==> src/rtl/comp_fetch_ctrl_pkg.sv <==
// Shared definitions for the compressed-code fetch controller: state encodings,
// field-slot geometry and constant helpers for per-field offsets.
package comp_defs;

  localparam int MAX_FIELDS = 4;
  localparam int SLOT_W     = 8;
  localparam int SLOTS_W    = MAX_FIELDS * SLOT_W;

  typedef enum logic [2:0] {
    S_IDLE     = 3'd0,
    S_LOOKUP   = 3'd1,
    S_RESOLVE  = 3'd2,
    S_DECOMP   = 3'd3,
    S_MEM      = 3'd4,
    S_CLASSIFY = 3'd5,
    S_RESPOND  = 3'd6
  } fetch_state_e;

  typedef enum logic [1:0] {
    FILL_NONE = 2'd0,
    FILL_RAW  = 2'd1,
    FILL_COMP = 2'd2
  } fill_kind_e;

  function automatic int slot_width(input logic [SLOTS_W-1:0] slots, input int idx);
    return int'(slots[idx*SLOT_W +: SLOT_W]);
  endfunction

  // Bit offset of field idx: sum of all lower slots. idx == MAX_FIELDS gives the total.
  function automatic int slot_offset(input logic [SLOTS_W-1:0] slots, input int idx);
    int off;
    off = 0;
    for (int i = 0; i < MAX_FIELDS; i++) begin
      if (i < idx) off += slot_width(slots, i);
    end
    return off;
  endfunction

  function automatic int key_total(input logic [SLOTS_W-1:0] key_slots);
    return slot_offset(key_slots, MAX_FIELDS);
  endfunction

endpackage

==> src/rtl/comp_fetch_ctrl_sat_cnt.sv <==
// Saturating event counter: increments on inc, sticks at all-ones.
module sat_cnt #(
  parameter int CNT_W = 16
) (
  input  logic             clk,
  input  logic             resetn,
  input  logic             inc,
  output logic [CNT_W-1:0] cnt
);

  always_ff @(posedge clk or negedge resetn) begin
    if (!resetn) begin
      cnt <= '0;
    end else if (inc && (cnt != {CNT_W{1'b1}})) begin
      cnt <= cnt + CNT_W'(1);
    end
  end

endmodule

==> src/rtl/comp_fetch_ctrl.sv <==
// Instruction-fetch controller: looks up raw and compressed icaches, decompresses
// through per-field dictionaries on a compressed hit, and fetches/classifies/fills on a miss.
//
// state      | meaning
// S_IDLE     | waiting for proc_valid; latches the fetch address
// S_LOOKUP   | one-cycle lookup request to both caches
// S_RESOLVE  | sample cache results and pick hit path
// S_DECOMP   | dictionaries translate keys back into the word
// S_MEM      | external memory request held until accepted
// S_CLASSIFY | try per-field compression and choose the fill target
// S_RESPOND  | proc_ready (if still requested) and the fill pulse
module comp_fetch_ctrl
  import comp_defs::*;
#(
  parameter int                           NUM_FIELDS  = 3,
  parameter logic [SLOT_W*NUM_FIELDS-1:0] FIELD_VAL_W = {8'd10, 8'd15, 8'd7},
  parameter logic [SLOT_W*NUM_FIELDS-1:0] FIELD_KEY_W = {8'd5, 8'd8, 8'd3},
  parameter int                           CNT_W       = 16,
  localparam int                          KEY_TOTAL   = key_total(SLOTS_W'(FIELD_KEY_W))
) (
  input  logic                  clk,
  input  logic                  resetn,

  input  logic                  proc_valid,
  output logic                  proc_ready,
  input  logic [31:0]           proc_addr,
  output logic [31:0]           proc_rdata,

  output logic                  mem_req_valid,
  input  logic                  mem_req_ready,
  output logic [31:0]           mem_req_addr,
  input  logic [31:0]           mem_req_rdata,

  input  logic                  comp_en,

  output logic                  raw_lk_valid,
  output logic [31:0]           raw_lk_addr,
  input  logic                  raw_hit,
  input  logic [31:0]           raw_data,
  output logic                  raw_fill_valid,
  output logic [31:0]           raw_fill_addr,
  output logic [31:0]           raw_fill_data,

  output logic                  comp_lk_valid,
  output logic [31:0]           comp_lk_addr,
  input  logic                  comp_hit,
  input  logic [KEY_TOTAL-1:0]  comp_data,
  output logic                  comp_fill_valid,
  output logic [31:0]           comp_fill_addr,
  output logic [KEY_TOTAL-1:0]  comp_fill_data,

  output logic [KEY_TOTAL-1:0]  dict_key_lookup,
  input  logic [31:0]           dict_val_found,
  output logic [31:0]           dict_val_lookup,
  input  logic [KEY_TOTAL-1:0]  dict_key_found,
  input  logic [NUM_FIELDS-1:0] dict_val_hit,

  output logic [CNT_W-1:0]      cnt_comp_hit,
  output logic [CNT_W-1:0]      cnt_raw_hit,
  output logic [CNT_W-1:0]      cnt_miss,
  output logic [CNT_W-1:0]      cnt_incomp,
  output logic                  err_dual_hit
);

  localparam logic [SLOTS_W-1:0] VAL_SLOTS = SLOTS_W'(FIELD_VAL_W);
  localparam logic [SLOTS_W-1:0] KEY_SLOTS = SLOTS_W'(FIELD_KEY_W);

  fetch_state_e state_q, state_d;
  fill_kind_e   fill_kind_q;

  logic [31:0]          addr_q;
  logic [31:0]          word_q;
  logic [KEY_TOTAL-1:0] fill_key_q;
  logic                 comp_en_q;
  logic                 raw_hit_q;

  logic [31:0]          dec_word;
  logic [KEY_TOTAL-1:0] enc_key;
  logic                 all_fields_hit;
  logic                 compressible;

  logic inc_comp_hit, inc_raw_hit, inc_miss, inc_incomp;

  // Rebuild the word and key field by field so only declared field bits propagate.
  for (genvar f = 0; f < NUM_FIELDS; f++) begin : g_field
    localparam int VO = slot_offset(VAL_SLOTS, f);
    localparam int VW = slot_width(VAL_SLOTS, f);
    localparam int KO = slot_offset(KEY_SLOTS, f);
    localparam int KW = slot_width(KEY_SLOTS, f);
    assign dec_word[VO +: VW] = dict_val_found[VO +: VW];
    assign enc_key[KO +: KW]  = dict_key_found[KO +: KW];
  end

  assign all_fields_hit = &dict_val_hit;
  assign compressible   = comp_en && all_fields_hit;

  always_ff @(posedge clk or negedge resetn) begin
    if (!resetn) state_q <= S_IDLE;
    else         state_q <= state_d;
  end

  always_comb begin
    state_d         = state_q;
    proc_ready      = 1'b0;
    mem_req_valid   = 1'b0;
    mem_req_addr    = '0;
    raw_lk_valid    = 1'b0;
    raw_lk_addr     = '0;
    comp_lk_valid   = 1'b0;
    comp_lk_addr    = '0;
    raw_fill_valid  = 1'b0;
    raw_fill_addr   = '0;
    raw_fill_data   = '0;
    comp_fill_valid = 1'b0;
    comp_fill_addr  = '0;
    comp_fill_data  = '0;
    dict_val_lookup = '0;
    inc_comp_hit    = 1'b0;
    inc_raw_hit     = 1'b0;
    inc_miss        = 1'b0;
    inc_incomp      = 1'b0;

    unique case (state_q)
      S_IDLE: begin
        if (proc_valid) state_d = S_LOOKUP;
      end
      S_LOOKUP: begin
        raw_lk_valid  = 1'b1;
        raw_lk_addr   = addr_q;
        comp_lk_valid = comp_en;
        comp_lk_addr  = comp_en ? addr_q : '0;
        state_d       = S_RESOLVE;
      end
      S_RESOLVE: begin
        if (comp_en_q && comp_hit) state_d = S_DECOMP;
        else if (raw_hit)          state_d = S_RESPOND;
        else                       state_d = S_MEM;
      end
      S_DECOMP: begin
        inc_comp_hit = 1'b1;
        state_d      = S_RESPOND;
      end
      S_MEM: begin
        mem_req_valid = 1'b1;
        mem_req_addr  = addr_q;
        if (mem_req_ready) begin
          inc_miss = 1'b1;
          state_d  = S_CLASSIFY;
        end
      end
      S_CLASSIFY: begin
        dict_val_lookup = word_q;
        inc_incomp      = !compressible;
        state_d         = S_RESPOND;
      end
      S_RESPOND: begin
        proc_ready  = proc_valid;
        inc_raw_hit = raw_hit_q;
        if (fill_kind_q == FILL_RAW) begin
          raw_fill_valid = 1'b1;
          raw_fill_addr  = addr_q;
          raw_fill_data  = word_q;
        end
        if (fill_kind_q == FILL_COMP) begin
          comp_fill_valid = 1'b1;
          comp_fill_addr  = addr_q;
          comp_fill_data  = fill_key_q;
        end
        state_d = S_IDLE;
      end
      default: state_d = S_IDLE;
    endcase
  end

  always_ff @(posedge clk or negedge resetn) begin
    if (!resetn) begin
      addr_q          <= '0;
      word_q          <= '0;
      fill_key_q      <= '0;
      fill_kind_q     <= FILL_NONE;
      comp_en_q       <= 1'b0;
      raw_hit_q       <= 1'b0;
      proc_rdata      <= '0;
      dict_key_lookup <= '0;
      err_dual_hit    <= 1'b0;
    end else begin
      unique case (state_q)
        S_IDLE: begin
          if (proc_valid) begin
            addr_q      <= proc_addr;
            raw_hit_q   <= 1'b0;
            fill_kind_q <= FILL_NONE;
          end
        end
        S_LOOKUP: comp_en_q <= comp_en;
        S_RESOLVE: begin
          // A compressed hit takes priority; a simultaneous raw hit is flagged.
          if (comp_en_q && comp_hit) begin
            dict_key_lookup <= comp_data;
            if (raw_hit) err_dual_hit <= 1'b1;
          end else if (raw_hit) begin
            proc_rdata <= raw_data;
            raw_hit_q  <= 1'b1;
          end
        end
        S_DECOMP: proc_rdata <= dec_word;
        S_MEM: begin
          if (mem_req_ready) word_q <= mem_req_rdata;
        end
        S_CLASSIFY: begin
          proc_rdata <= word_q;
          if (compressible) begin
            fill_kind_q <= FILL_COMP;
            fill_key_q  <= enc_key;
          end else begin
            fill_kind_q <= FILL_RAW;
          end
        end
        S_RESPOND: fill_kind_q <= FILL_NONE;
        default: ;
      endcase
    end
  end

  sat_cnt #(.CNT_W(CNT_W)) u_cnt_comp_hit (
    .clk(clk), .resetn(resetn), .inc(inc_comp_hit), .cnt(cnt_comp_hit)
  );
  sat_cnt #(.CNT_W(CNT_W)) u_cnt_raw_hit (
    .clk(clk), .resetn(resetn), .inc(inc_raw_hit), .cnt(cnt_raw_hit)
  );
  sat_cnt #(.CNT_W(CNT_W)) u_cnt_miss (
    .clk(clk), .resetn(resetn), .inc(inc_miss), .cnt(cnt_miss)
  );
  sat_cnt #(.CNT_W(CNT_W)) u_cnt_incomp (
    .clk(clk), .resetn(resetn), .inc(inc_incomp), .cnt(cnt_incomp)
  );

endmodule
==> config.mk <==
export PLATFORM = sky130hd
export DESIGN_NAME = comp_fetch_ctrl
export DESIGN_NICKNAME = d
export VERILOG_FILES = /design/src/rtl/comp_fetch_ctrl_pkg.sv /design/src/rtl/comp_fetch_ctrl_sat_cnt.sv /design/src/rtl/comp_fetch_ctrl.sv
export SDC_FILE = /design/constraint.sdc
export NUM_CORES = 1
export LEC_CHECK = 0
export ABC_AREA = 1
export BUFFER_PORTS_ARGS = -buffer_cell sky130_fd_sc_hd__buf_2
export CORE_AREA = 5 5 205 207
export CTS_CLUSTER_SIZE = 30
export DETAILED_ROUTE_END_ITERATION = 16
export DIE_AREA = 0 0 210 212
export SYNTH_ARGS = -nofsm -noshare
export SYNTH_HDL_FRONTEND = slang
export SYNTH_SLANG_ARGS = --single-unit
==> constraint.sdc <==
create_clock -name clk -period 1.8 [get_ports clk]
set_input_delay 0.36 -clock clk [delete_from_list [all_inputs] [get_ports clk]]
set_output_delay 0.36 -clock clk [all_outputs]
set_load 0.05 [all_outputs]
## After elaboration in Yosys (flattened, before gate mapping)

Cells that the tools add are included.

| storage, ports and cells | value |
|---|---|
| register bits after elaboration | 200 |
| bits in latches | 0 |
| memory bits (writable) | 0 |
| memory bits (read-only) | 0 |
| output and inout bits | 359 |
| logic and storage cells | 97 |
| memories | 0 |

| cells by class | value |
|---|---|
| add/sub/neg operators | 4 |
| multiply operators | 0 |
| divide/modulo/power cells | 0 |
| order comparisons | 0 |
| eq/ne operators | 16 |
| shifts and indexed selects | 0 |
| multiplexer cells | 41 |
| bitwise operators | 0 |
| reductions and logical operators | 22 |

Operators with widths:

| cell | count |
|---|---|
| 32-bit two-way mux | 13 |
| 32-bit one-hot mux with 3 select lines | 1 |
| 16-bit by 1-bit adder with 16-bit output (second input constant) | 4 |
| 16-bit inequality test (second input constant) | 4 |
| 16-bit two-way mux | 2 |
| 1-bit two-way mux | 16 |
| 3-bit one-hot mux with 5 select lines | 1 |
| 2-bit AND reduction | 6 |
| 3-bit equality test (second input constant) | 3 |
| 3-bit two-way mux | 3 |
| 3-bit AND reduction | 3 |
| 2-bit inequality test (second input constant) | 4 |
| 3-bit by 2-bit equality test with 1-bit output (second input constant) | 2 |
| 1-bit logical AND | 6 |
| 2-bit two-way mux | 3 |
| 2-bit one-hot mux with 3 select lines | 1 |
| 3-bit nonzero test | 2 |
| 4-bit AND reduction | 1 |
| 3-bit by 1-bit equality test with 1-bit output (second input constant) | 1 |
| 3-bit zero test | 1 |
| 2-bit by 1-bit equality test with 1-bit output (second input constant) | 1 |
| 2-bit equality test (second input constant) | 1 |
| 1-bit one-hot mux with 2 select lines | 1 |
| 2-bit nonzero test | 1 |
| other kinds (2) | 2 |

## Depth between registers and ports, before layout

| depth | value |
|---|---|
| depth in word-level cells | 5 |
| mapped depth | 10 |

## By module

From an unflattened synthesis, not the netlist that was laid out.

| second synthesis, totals | value |
|---|---|
| cells, all modules | 1644 |
| area, all modules | 11539.8 um^2 |

By module, submodules not included:

| module | times used | cells an instance | area an instance (um^2) |
|---|---|---|---|
| comp_fetch_ctrl | 1 | 1056 | 7415.9 |
| sat_cnt | 4 | 147 | 1031.0 |

## Worst setup path before layout

No wires, ideal clock.

| timing path | value |
|---|---|
| path type | register -> output |
| start | register state_q[1] |
| end | output port comp_lk_addr[24] |
| arrival time | 2.735 ns |
| setup slack | -1.295 ns |
| cell stages (with the launch flop) | 7 |
| buffers on the path | 1 |
| path through | dfrtp_1 -> inv_2 -> nand2_1 -> nor2_1 -> inv_1 -> clkbuf_1 -> nor3_1 |

| on the way | value |
|---|---|
| word-level cells in the longest chain between the ends | 2 |

Ends and longest elaborated chain:

| element | RTL line | source |
|---|---|---|
| start, declared | comp_fetch_ctrl.sv:68 | `fetch_state_e state_q, state_d;` |
| start signal, assigned | comp_fetch_ctrl.sv:99 | `else state_q <= state_d;` |
| 3-bit by 1-bit equality test with 1-bit output | comp_fetch_ctrl.sv:123 | `unique case (state_q)` |
| 32-bit two-way mux | comp_fetch_ctrl.sv:123 |  |
| end, declared | comp_fetch_ctrl.sv:45 | `output logic [31:0] comp_lk_addr,` |

No other way between the ends.

## Worst setup path after layout

| timing path | value |
|---|---|
| start | register state_q[2] |
| end | output port raw_lk_addr[3] |

| on the way | value |
|---|---|
| word-level cells in the longest chain between the ends | 2 |

Ends and longest elaborated chain:

| element | RTL line | source |
|---|---|---|
| 3-bit by 1-bit equality test with 1-bit output | comp_fetch_ctrl.sv:123 |  |
| 32-bit two-way mux | comp_fetch_ctrl.sv:123 |  |
| end, declared | comp_fetch_ctrl.sv:37 | `output logic [31:0] raw_lk_addr,` |

No other way between the ends.

==> impl_metrics.ini <==
[pwr]
power_leakage_nw = 9.448
p_switching_mw = 15.31
netSwitchingFraction = 0.5423
power_mw = 28.24
vdd_ir_drop_max_mv = 1.235
power-per-cell-area_nw_per_um2 = 1472
comb_power_share = 0.609
seq_power_share = 0.259
cellInternalPower_mw = 12.92
power_frac_clock = 0.132

[finish]
layout-area-overhead-vs-synth_pct = 74.01
drive_above_1_share = 0.4345
post-route-cell-area_um2 = 19190
layout_commonest_cell = nand2_1
layout.nets = 2343
post-route-util = 0.4775
mostFrequentLayoutCells = nand2_1 (575), buf_2 (295), dfrtp_1 (191)

[die]
count_of_pins_on_the_block_boundary = 529
fp.dieArea_um2 = 44520
floorplan.initialDensity = 0.2744
num_rows = 74
fp.dieW_um = 210
core_area_um2 = 40180
dieHeight_um = 212

[placement]
place_area_um2 = 16430
place.detailed.hpwl_um = 37030
place_ws_ns = -0.1232
globalplace.congestion = 0.9284
buffer_ports.inserted = 528

[timing]
grt_setup_unrepaired = true
clock_skew_after_layout_ns = 0.007286
timing_worst_slew_pin_value_ns = 0.6506
slew_viol_final = 0
min_period_over_period = 1.262
post-route-min-period_ns = 2.271
finalHoldViolCount = 0
setup_viol_count_final = 298
max_slew_margin = 0.5658
fmax_ghz = 0.4404
final.setup.worst_slack_ns = -0.4708

[critical_path]
worst-setup-path-type = reg2out
critical_path_required_ns = 1.44
critPathCaptureType = primary output
slowest_stage_cell_cp = dfrtp_2
path_cells = buf_4 -> nor2_4 -> inv_6 -> buf_12 -> buf_4 -> nor2_4 -> buf_12
slowest_delay_ns = 0.43
critical_path_peak_fanout = 17
critPathLaunchType = register
critical_path_arrival_ns = 1.91

[route]
drt_drc_violations_left = 0
postRouteAntennaNets = 0
via_count = 12790
viasPerCell = 4.708
firstDrtPassIters = 4
post_drt_wl_per_cell_um = 18.57
drt-initial-drc-count = 672
detail_route.wirelength_um = 50460

[logic_synthesis]
postSynthCellCount = 1590
postSynthAreaPerCell_um2 = 6.934
synth_seq_cells = 200
ys_types = 32
ys_seq_area_frac = 0.4539
ys_warn_count = 0
synth.cell_area_um2 = 11030
synth_nets = 1764

[global_routing]
grt_start_max_net_pins = 53
grt.total_usage = 0.2097
grt_antenna_before_repair = 2
globalRoute.totalOverflow = 0
grt_pass1_wl_um = 73060
first_global_vias = 12710

[clocking]
clk_transition_reported_paths_ns = 0.08
numClockSinks = 200
tritoncts_clock_tree = yes
clock_path_buffers = 2
insertion_delay_of_the_later_clocked_pin_in_the_worst_skew_pair_ns = 0.45
ctsHtreeMaxLevel = 4
cts-root-buf = clkbuf_16
cts_inserted_buffers = 17

[worst_hold_path]
worst_hold_path_type = in2reg

[status]
status = complete, but fails checks
failing_checks = negative setup slack

[job]
maxCapViolCount = 0
==> state kept, by name (all words and copies together) (netlist names) <==
| name | count |
|---|---|
| addr_q | 32 |
| comp_en_q | 1 |
| dict_key_lookup | 16 |
| err_dual_hit | 1 |
| fill_key_q | 16 |
| fill_kind_q | 2 |
| proc_rdata | 32 |
| raw_hit_q | 1 |
| state_q | 3 |
| u_cnt_comp_hit.cnt | 16 |
| u_cnt_incomp.cnt | 16 |
| u_cnt_miss.cnt | 16 |
| u_cnt_raw_hit.cnt | 16 |
| word_q | 32 |
==> metrics by stage <==
step,cells,TNS (ns),hold slack [ns]
2_1_floorplan,1590,-19.44,0.06441
3_3_place_gp,2664,-0.07473,0.3688
3_5_place_dp,2664,-0.7479,0.3710
4_1_cts,2701,-88.75,0.06758
5_1_grt,2715,-126.41,0.08491
6_report,2717,-93.64,0.1092
==> synth_stat cells, drive strengths merged <==
library cell,n,area (µm²)
a21oi,4,20.02
buf,54,315.3
clkbuf,18,67.56
clkinv,2,7.510
dfrtp,200,5005
ha,4,50.05
inv,141,529.3
nand2,595,2248
nand3,96,508.0
nand3b,25,187.7
nand4,17,106.4
nor2,284,1094
nor3,33,176.4
o2111ai,1,8.760
o211ai,1,7.510
o21ai,86,441.7
o21bai,1,7.510
xnor2,21,183.9
xor2,7,61.31
==> repair_timing <==
action,in CTS,in global routing
hold endpoints to repair,37,0
setup endpoints to repair,255,351
pin swaps,4,18
hold buffers,1,0
cloned,2,5
gates resized for setup,346,296
buffers inserted,2,8
==> cells by family (layout without fill, tap and decap cells) <==
logic type | after synthesis | after routing | share of synthesized area
AO/OA/AOI/OAI | 93 | 93 | 0.04403
XOR/XNOR | 28 | 28 | 0.02224
adder cells (fa/ha/maj) | 4 | 4 | 0.004539
buffers and inverters | 215 | 807 | 0.08341
flip-flops | 200 | 200 | 0.4539
other | 0 | 3 | 0
AND/OR/NAND/NOR | 1050 | 1050 | 0.3919
==> cell type report <==
cell class	instances	area [µm²]
fillers	3719	21000
multi-input cells	1175	6797
inverters	143	550.5
clock inverters	10	95.09
clock buffers	22	454.2
diodes	3	7.507
well taps	532	665.6
flip-flops and latches	200	5016
repair buffers	632	5600
==> path summary, 6_finish.rpt <==
kind,start,end,slack [ns],depth (start not counted)
setup / recovery,state_q[2],raw_lk_addr[3],-0.47,7
hold / removal,mem_req_rdata[18],word_q[18],0.11,3
setup reg to reg,state_q[1],u_cnt_miss.cnt[10],-0.29,10
hold reg to reg,dict_key_lookup[11],dict_key_lookup[11],0.47,2
max in group asynchronous,resetn,addr_q[23],0.73,3
min in group asynchronous,resetn,proc_rdata[12],0.44,2
==> critical path: cells and delay by family (launching register included) <==
kind	cells	cell delay, ns
and+or+nand+nor	2	0.26
buffers and inverters	5	0.76
DFF	1	0.43
==> power by group through the flow <==
| stage | sequential (mW) | clock (mW) | combinational (mW) |
|---|---|---|---|
| 6_report | 7.30 | 3.74 | 17.2 |
| 4_1_cts | 7.24 | 3.88 | 16.3 |
| 3_3_place_gp | 7.25 | 0 | 15.4 |
| 3_5_place_dp | 7.29 | 0 | 15.6 |
| 2_1_floorplan | 9.60 | 0 | 8.59 |
| 5_1_grt | 7.50 | 4.07 | 18.2 |
==> layer usage <==
metal  track usage  vias up  part of all wire
met5             0        -                 0
met4       0.09248        0             0.042
met3       0.04869      103             0.065
met2        0.3712      529              0.51
met1        0.2431     6066              0.38
li1              -     6093                 -
No activity file was read; power rests on OpenSTA's default activity.
